**src/rtl/lenet_l1_pkg.sv**
```systemverilog
// Shared types and defaults for the LeNet layer-1 datapath.
package lenet_l1_pkg;

   localparam int unsigned L1_IMG_W = 32;
   localparam int unsigned L1_IMG_H = 32;
   localparam int unsigned L1_K     = 5;

   typedef enum logic [1:0] {
      StIdle,
      StRun,
      StDrain
   } cwr_state_t;

   // Width of a counter holding values 0..n-1, never narrower than one bit.
   function automatic int unsigned cnt_w(input int unsigned n);
      return (n <= 1) ? 1 : $clog2(n);
   endfunction

endpackage

```
**src/rtl/conv_win_addr_gen.sv**
```systemverilog
// Window/kernel counters and incremental RAM address for a raster walk of every KxK window.
module conv_win_addr_gen
   import lenet_l1_pkg::*;
#(
   parameter int unsigned IMG_W     = L1_IMG_W,
   parameter int unsigned IMG_H     = L1_IMG_H,
   parameter int unsigned K         = L1_K,
   parameter int unsigned RAM_ADDRW = 10
) (
   input  logic                 clk_i,
   input  logic                 rst_i,
   input  logic                 clear,
   input  logic                 step,
   output logic [RAM_ADDRW-1:0] addr,
   output logic                 last_win,
   output logic                 last_frame
);

   localparam int unsigned ORW = cnt_w(IMG_H - K + 1);
   localparam int unsigned OCW = cnt_w(IMG_W - K + 1);
   localparam int unsigned KW  = cnt_w(K);

   localparam logic [ORW-1:0]       OROW_MAX = ORW'(IMG_H - K);
   localparam logic [OCW-1:0]       OCOL_MAX = OCW'(IMG_W - K);
   localparam logic [KW-1:0]        K_MAX    = KW'(K - 1);
   localparam logic [RAM_ADDRW-1:0] W_A      = RAM_ADDRW'(IMG_W);
   localparam logic [RAM_ADDRW-1:0] K_A      = RAM_ADDRW'(K);
   localparam logic [RAM_ADDRW-1:0] ONE_A    = RAM_ADDRW'(1);

   logic [ORW-1:0]       out_row;
   logic [OCW-1:0]       out_col;
   logic [KW-1:0]        k_row;
   logic [KW-1:0]        k_col;
   logic [RAM_ADDRW-1:0] base;
   logic [RAM_ADDRW-1:0] row_off;

   logic k_col_end, k_row_end, out_col_end, out_row_end;

   assign k_col_end   = (k_col == K_MAX);
   assign k_row_end   = (k_row == K_MAX);
   assign out_col_end = (out_col == OCOL_MAX);
   assign out_row_end = (out_row == OROW_MAX);

   assign last_win   = k_col_end && k_row_end;
   assign last_frame = last_win && out_col_end && out_row_end;

   // base tracks out_row*IMG_W + out_col, row_off tracks k_row*IMG_W.
   assign addr = base + row_off + RAM_ADDRW'(k_col);

   always_ff @(posedge clk_i) begin
      if (rst_i || clear) begin
         out_row <= '0;
         out_col <= '0;
         k_row   <= '0;
         k_col   <= '0;
         base    <= '0;
         row_off <= '0;
      end else if (step) begin
         if (!k_col_end) begin
            k_col <= k_col + 1'b1;
         end else begin
            k_col <= '0;
            if (!k_row_end) begin
               k_row   <= k_row + 1'b1;
               row_off <= row_off + W_A;
            end else begin
               k_row   <= '0;
               row_off <= '0;
               if (!out_col_end) begin
                  out_col <= out_col + 1'b1;
                  base    <= base + ONE_A;
               end else begin
                  out_col <= '0;
                  if (!out_row_end) begin
                     out_row <= out_row + 1'b1;
                     // From column IMG_W-K back to column 0 of the next row.
                     base    <= base + K_A;
                  end else begin
                     out_row <= '0;
                     base    <= '0;
                  end
               end
            end
         end
      end
   end

endmodule

```
**src/rtl/conv_win_reader.sv**
```systemverilog
// Layer-1 feature-map reader: streams every KxK window of the image to the MAC array.
module conv_win_reader
   import lenet_l1_pkg::*;
#(
   parameter int unsigned IMG_W     = L1_IMG_W,
   parameter int unsigned IMG_H     = L1_IMG_H,
   parameter int unsigned K         = L1_K,
   parameter int unsigned RAM_ADDRW = 10,
   parameter int unsigned RAM_WIDTH = 32
) (
   input  logic                 clk_i,
   input  logic                 rst_i,
   input  logic                 start_i,
   output logic                 busy_o,
   output logic                 done_o,
   output logic [RAM_ADDRW-1:0] ram_rd_addr_o,
   input  logic [RAM_WIDTH-1:0] ram_rd_data_i,
   output logic                 pix_valid_o,
   input  logic                 pix_ready_i,
   output logic [RAM_WIDTH-1:0] pix_data_o,
   output logic                 pix_last_win_o,
   output logic                 pix_last_frame_o
);

   if ($clog2(IMG_W * IMG_H) > RAM_ADDRW) begin : g_addrw_chk
      $error("conv_win_reader: RAM_ADDRW too narrow for IMG_W*IMG_H");
   end
   if (K == 0 || K > IMG_W || K > IMG_H) begin : g_k_chk
      $error("conv_win_reader: K must be in 1..min(IMG_W, IMG_H)");
   end

   cwr_state_t state;
   logic       adv, step, clear;
   logic       last_win, last_frame;

   assign adv   = !pix_valid_o || pix_ready_i;
   // Counters sit at zero in IDLE, which also keeps the read address at 0.
   assign clear = (state == StIdle);
   assign step  = (state == StRun) && adv;

   conv_win_addr_gen #(
      .IMG_W     (IMG_W),
      .IMG_H     (IMG_H),
      .K         (K),
      .RAM_ADDRW (RAM_ADDRW)
   ) u_addr_gen (
      .clk_i      (clk_i),
      .rst_i      (rst_i),
      .clear      (clear),
      .step       (step),
      .addr       (ram_rd_addr_o),
      .last_win   (last_win),
      .last_frame (last_frame)
   );

   always_ff @(posedge clk_i) begin
      if (rst_i) begin
         state            <= StIdle;
         busy_o           <= 1'b0;
         done_o           <= 1'b0;
         pix_valid_o      <= 1'b0;
         pix_data_o       <= '0;
         pix_last_win_o   <= 1'b0;
         pix_last_frame_o <= 1'b0;
      end else begin
         done_o <= 1'b0;
         unique case (state)
            StIdle: begin
               if (start_i) begin
                  state  <= StRun;
                  busy_o <= 1'b1;
               end
            end
            StRun: begin
               if (adv) begin
                  pix_data_o       <= ram_rd_data_i;
                  pix_valid_o      <= 1'b1;
                  pix_last_win_o   <= last_win;
                  pix_last_frame_o <= last_frame;
                  if (last_frame) state <= StDrain;
               end
            end
            StDrain: begin
               if (pix_valid_o && pix_ready_i) begin
                  pix_valid_o <= 1'b0;
                  done_o      <= 1'b1;
                  busy_o      <= 1'b0;
                  state       <= StIdle;
               end
            end
            default: state <= StIdle;
         endcase
      end
   end

endmodule

```
**config.mk**
```make
export PLATFORM = sky130hd
export DESIGN_NAME = conv_win_reader
export DESIGN_NICKNAME = d
export VERILOG_FILES = /design/src/rtl/lenet_l1_pkg.sv /design/src/rtl/conv_win_addr_gen.sv /design/src/rtl/conv_win_reader.sv
export SDC_FILE = /design/constraint.sdc
export NUM_CORES = 1
export LEC_CHECK = 0
export ABC_AREA = 1
export CORE_MARGIN = 5
export CORE_UTILIZATION = 35
export DETAILED_ROUTE_END_ITERATION = 16
export DONT_BUFFER_PORTS = 1
export SYNTH_ARGS = -nofsm -noshare
export SYNTH_HDL_FRONTEND = slang
export SYNTH_HIERARCHICAL = 1
export SYNTH_SLANG_ARGS = --single-unit
```
**constraint.sdc**
```tcl
create_clock -name clk_i -period 2.2 [get_ports clk_i]
set_input_delay 0.44 -clock clk_i [delete_from_list [all_inputs] [get_ports clk_i]]
set_output_delay 0.44 -clock clk_i [all_outputs]
set_load 0.01 [all_outputs]
```
; Word level (Yosys, flattened, before mapping)
; Cells that the tools add are included.
[word_totals]
ff_bits = 75
input_bits = 36
output_inout_bits = 47
elab_cells = 70
[classes]
n_addsub = 9
n_eq_ne = 10
muxes = 18
bitwise_logic = 1
n_reduce_logical = 19
[ops]
columns = operator, count
row1 = $mux 10, 3
row2 = $add 10x1->10 const B, 1
row3 = $add 10x10->10, 1
row4 = $add 10x3->10, 1
row5 = $add 10x3->10 const B, 1
row6 = $add 10x6->10 const B, 1
row7 = $add 5x1->5 const B, 2
row8 = $eq 5x5->1 const B, 2
row9 = $mux 5, 2
row10 = $reduce_and 3->1, 3
row11 = $mux 2, 4
row12 = $ne 2x2->1 const B, 4
row13 = $reduce_and 4->1, 2
row14 = $add 3x1->3 const B, 2
row15 = $eq 3x3->1 const B, 2
row16 = $mux 3, 2
row17 = $pmux 2 s3, 1
row18 = $logic_and 1x1->1, 5
row19 = $mux 1, 4
row20 = $pmux 1 s2, 2
row21 = $reduce_and 2->1, 2
row22 = $reduce_bool 2->1, 2
row23 = $eq 2x1->1 const B, 1
row24 = $eq 2x2->1 const B, 1
row25 = other kinds (5), 6

; Logic depth before layout (Yosys ltp)
[logic_depth]
word_depth = 7
ltp_mapped = 13
ltp_nobuf = 12

; Modules after synthesis
; The synthesis kept the hierarchy.
[modules_own_cells]
columns = module, instances, cells_per_inst, area_each_um2, seq_area_each_um2
row1 = conv_win_addr_gen, 1, 292, 2080.7, 620.6
row2 = conv_win_reader, 1, 211, 1647.8, 780.7

; Worst setup path before layout
; Ideal clock, no wire load.
[synth_timing]
kind = flip-flop to output port
start = register u_addr_gen.base[1]
end = output port ram_rd_addr_o[7]
t_arrival_ns = 1.741
required_ns = 1.760
slack_ns = 0.019
stages_incl_launch_ff = 9
n_path_buf = 0
path_cell_list = dfxtp_1 > ha_1 > ha_1 > fa_1 > nand3_1 > nand2_1 > nand3_1 > nand2_1 > xor2_1
[synth_via]
elab_chain_cells = 2
[synth_lines]
columns = item, line_no
row1 = from (decl), conv_win_addr_gen.sv:34  ; logic [RAM_ADDRW-1:0] base;
row2 = from (signal assigned), conv_win_addr_gen.sv:71  ; base <= base + ONE_A;
row3 = from (signal assigned), conv_win_addr_gen.sv:77  ; base <= base + K_A;
row4 = $add 10x10->10, conv_win_addr_gen.sv:48  ; assign addr = base + row_off + RAM_ADDRW'(k_col);
row5 = $add 10x3->10, conv_win_addr_gen.sv:48
row6 = to (decl), conv_win_reader.sv:16  ; output logic [RAM_ADDRW-1:0] ram_rd_addr_o,
; No other way between the ends.

; Final worst setup path
; Same ends and word-level chain as after synthesis.

==> impl_metrics.tcl <==
set metrics [dict create \
    number_of_instances_in_the_synthesized_netlist 503 \
    syn_area_per_cell_um2 7.41 \
    leakagePower_nw 1.74 \
    final-hold-violation-count 0 \
    timing.final.crit_period_ns 2.38 \
    synth_area_in_adders_pct 7.92 \
    die_x_um 113 \
    worstSetupStartpointType "flop" \
    grt_pass1_wl_mm 14.3 \
    synth_compound_gate_area_share_pct 6.58 \
    core_region_area_um2 10400 \
    worst-slew-pin-transition_ns 0.517 \
    largest_family_of_logic_cells_by_synthesized_area "simple AND/OR/NAND/NOR gates" \
    period_share_pct 108 \
    initial_antenna_violation_count 0 \
    post_placement_worst_setup_slack_ns -0.0460 \
    synth_mux_area_share_pct 0 \
    num_antenna_cells 0 \
    violations "setup timing" \
    final_cell_count_no_fill 657 \
    number_of_cell_rows 37 \
    rsz0062_at_grt "true" \
    final-setup-viol-count 4 \
    drt-wirelength-per-cell_um 13.1 \
    fraction_of_final_layout_cells_sized_beyond_drive_strength_1_pct 19.0 \
    syn_nets 562 \
    dr.first_iter.drc_count 212 \
    netlist_area_um2 3730 \
    synthesis.yosys.warnings 6 \
    ys_top_cells_by_area "dfxtp_1, nand2_1, nor2_1" \
    detailedRoute.firstPassIterationCount 4 \
    route.detailed.vias_per_inst 4.81 \
    holdWs_ns 0.159 \
    remaining_drc_errors 0 \
    place_area_um2 3900 \
    synth-seq-area-share_pct 37.6 \
    timing.hold.worst.class "input port to flop" \
    synth-xor-area-share_pct 2.11 \
    top_level_ports 83 \
    synth_top_area_share_pct 37.6 \
    use_met1_pct 16.0 \
    die-area_um2 12800 \
    worst-endpoint-required_ns 1.76 \
    clock.fmax_mhz 421 \
    num-fill-cells 1065 \
    cts_buffers 9 \
    run_status "finished with violations" \
    floorplan.initialDensity_pct 36.0 \
    dp.final_hpwl_mm 6.13 \
    largest_fanout_of_any_net_on_the_critical_path 3 \
    global_route.usage.total_pct 13.6 \
    area_growth_syn_to_layout_pct 17.1 \
    drt_wl_total_mm 8.61 \
    placedCellCount 638 \
    cts-htree-levels 3 \
    route.antenna.remaining_nets 0 \
    grt_pass1_vias 3023 \
    synth_simple_gate_area_share_pct 38.9 \
    cts-root-buf "clkbuf_8" \
    cts_sink_cnt 70 \
    cts_tree "done" \
    p_per_area_nw_per_um2 617 \
    grt_overflow_total 0 \
    gp_congestion 0.863 \
    arrival_ns 1.94 \
    worst_setup_path_end_kind "output pin" \
    critical_path_class "flop to output pin" \
    clock_skews_ns 0.0110 \
    finalNetCount 575 \
    most_heavily_used_metal_layer_in_global_routing "met2" \
    synth_cell_type_count 38 \
    die_h_um 113 \
    port_buffers 0 \
    grt.met2_usage_pct 22.6 \
    cts_max_path_buffers 2 \
    vias 3159 \
    clock_insertion_delay_worst_skew_ns 0.34 \
    timing.max_cap.violations 0 \
    ir_worst_vdd_v 0.000343 \
    slew_violations 0 \
    max_slew_headroom_at_the_worst_pin_pct 65.5 \
    grt_start_max_net_pins 37 \
    stdcell_area_um2 4370 \
    global_route.usage.met3_pct 5.61 \
    synth.largest_area_cell "dfxtp_1" \
    setup_ws_ns -0.176 \
    path_clk_slew_ns 0.08 \
    postCtsHoldBufs 0 \
    synth.ff_latch_count 70 \
]
## worst paths after layout
check                                      startpoint                    end  slack (ns)  cells after the start
worst min register to register  u_addr_gen/row_off[8]  u_addr_gen/row_off[8]        0.45                      1
worst max register to register    u_addr_gen/k_col[1]     u_addr_gen/base[3]        0.37                     10
worst max-delay path               u_addr_gen/base[1]       ram_rd_addr_o[7]       -0.18                      8
worst min-delay path                            rst_i               state[1]        0.16                      1
## where the power goes
| part | internal (W) | switching, W |
|---|---|---|
| Clock | 0.000535 | 0.000528 |
| Sequential | 0.00133 | 0.0000739 |
| Combinational | 0.0000873 | 0.000145 |
| Total | 0.00195 | 0.000747 |
## routing by layer
metal	up-vias	wire (um)
li1	1650	-
met1	1440	3780
met2	65	4160
met3	4	623
met4	0	51
met5	-	0
## Yosys cell counts
library cell / count
or2_2: 1
nor3b_1: 1
a21oi_1: 25
o31ai_1: 1
nand2_2: 3
o21ai_1: 3
fa_1: 1
o31a_1: 1
dfxtp_1: 70
o211ai_1: 1
inv_4: 1
and3_1: 1
nand3_2: 3
buf_1: 1
nor2_4: 3
nand4_1: 6
nor3_4: 2
xor2_1: 9
buf_8: 1
nor2_2: 13
o22ai_1: 1
nand2_4: 2
buf_2: 5
nor3_1: 9
o21ai_0: 12
a211oi_1: 2
conb_1: 1
ha_1: 22
nand3b_1: 34
nand3_1: 20
inv_2: 4
inv_1: 35
nor2_8: 1
buf_4: 2
nor2_1: 89
clkbuf_1: 2
buf_6: 3
nand2_1: 112
## state kept, by name (all words and copies together), names as in the netlist
register / count
pix_last_win_o: 1
u_addr_gen/out_row: 5
u_addr_gen/base: 10
pix_valid_o: 1
done_o: 1
u_addr_gen/k_row: 3
u_addr_gen/row_off: 5
u_addr_gen/k_col: 3
state: 2
pix_last_frame_o: 1
pix_data_o: 32
u_addr_gen/out_col: 5
busy_o: 1
## cell families after synthesis
family          count (synthesis)
simple gates                  300
flops                          70
buf+inv                        54
compound gates                 46
fa+ha+maj                      23
xor+xnor                        9
other cells                     1
## placed cells by master (no fill, tap or decap), types with 2 or more instances in the layout
| master | n |
|---|---|
| ha_4 | 10 |
| nor2_1 | 89 |
| nand2_1 | 106 |
| o21ai_0 | 12 |
| nand2_4 | 3 |
| dfxtp_2 | 6 |
| inv_1 | 35 |
| clkinvlp_4 | 3 |
| nand3_2 | 6 |
| a21oi_1 | 24 |
| nand4_1 | 6 |
| nor2_4 | 3 |
| clkbuf_8 | 9 |
| nor2_2 | 13 |
| ha_1 | 11 |
| dfxtp_1 | 63 |
| nor3_1 | 8 |
| nand3_1 | 17 |
| o21ai_1 | 3 |
| nor3_4 | 2 |
| inv_2 | 4 |
| xor2_1 | 6 |
| nand3b_1 | 34 |
| xor2_4 | 2 |
| inv_6 | 3 |
| nand2_2 | 8 |
| buf_4 | 15 |
## what timing repair did
action | CTS | global route
gates resized for setup | 32 | 12
pin swaps | 8 | 11
endpoints found under the setup margin | 8 | 7
cloned | 0 | 0
buffers inserted | 0 | 4
## worst max-delay path: stages (launching register included)
cell and delay (ns):
dfxtp_2 0.34, ha_4 0.24, ha_4 0.16, fa_2 0.35
nand3_2 0.09, nand2_4 0.06, nand3_2 0.07, nand2_2 0.06
xor2_2 0.21
## layout make-up
| cell class | instances | area, um^2 | area share, % |
|---|---|---|---|
| Clock buffer | 9 | 124 | 2.84 |
| Multi-Input combinational cell | 379 | 2310 | 52.8 |
| Tap cell | 136 | 170 | 3.90 |
| Sequential cell | 70 | 1410 | 32.3 |
| Timing Repair Buffer | 16 | 124 | 2.84 |
| Inverter | 40 | 153 | 3.49 |
| Clock inverter | 7 | 78.8 | 1.80 |
## through the flow
stage	TNS, ns	power (W)	utilization (%)
after floorplan	0	0.00162	-
after global placement	-0.00402	0.00166	37.6
after detailed placement	-0.0761	0.00167	37.6
after CTS	-0.595	0.00274	41.3
after global routing	-1.21	0.00285	42.1
final	-0.523	0.00270	42.1
Note: power is estimated with default switching activity, not from simulation.
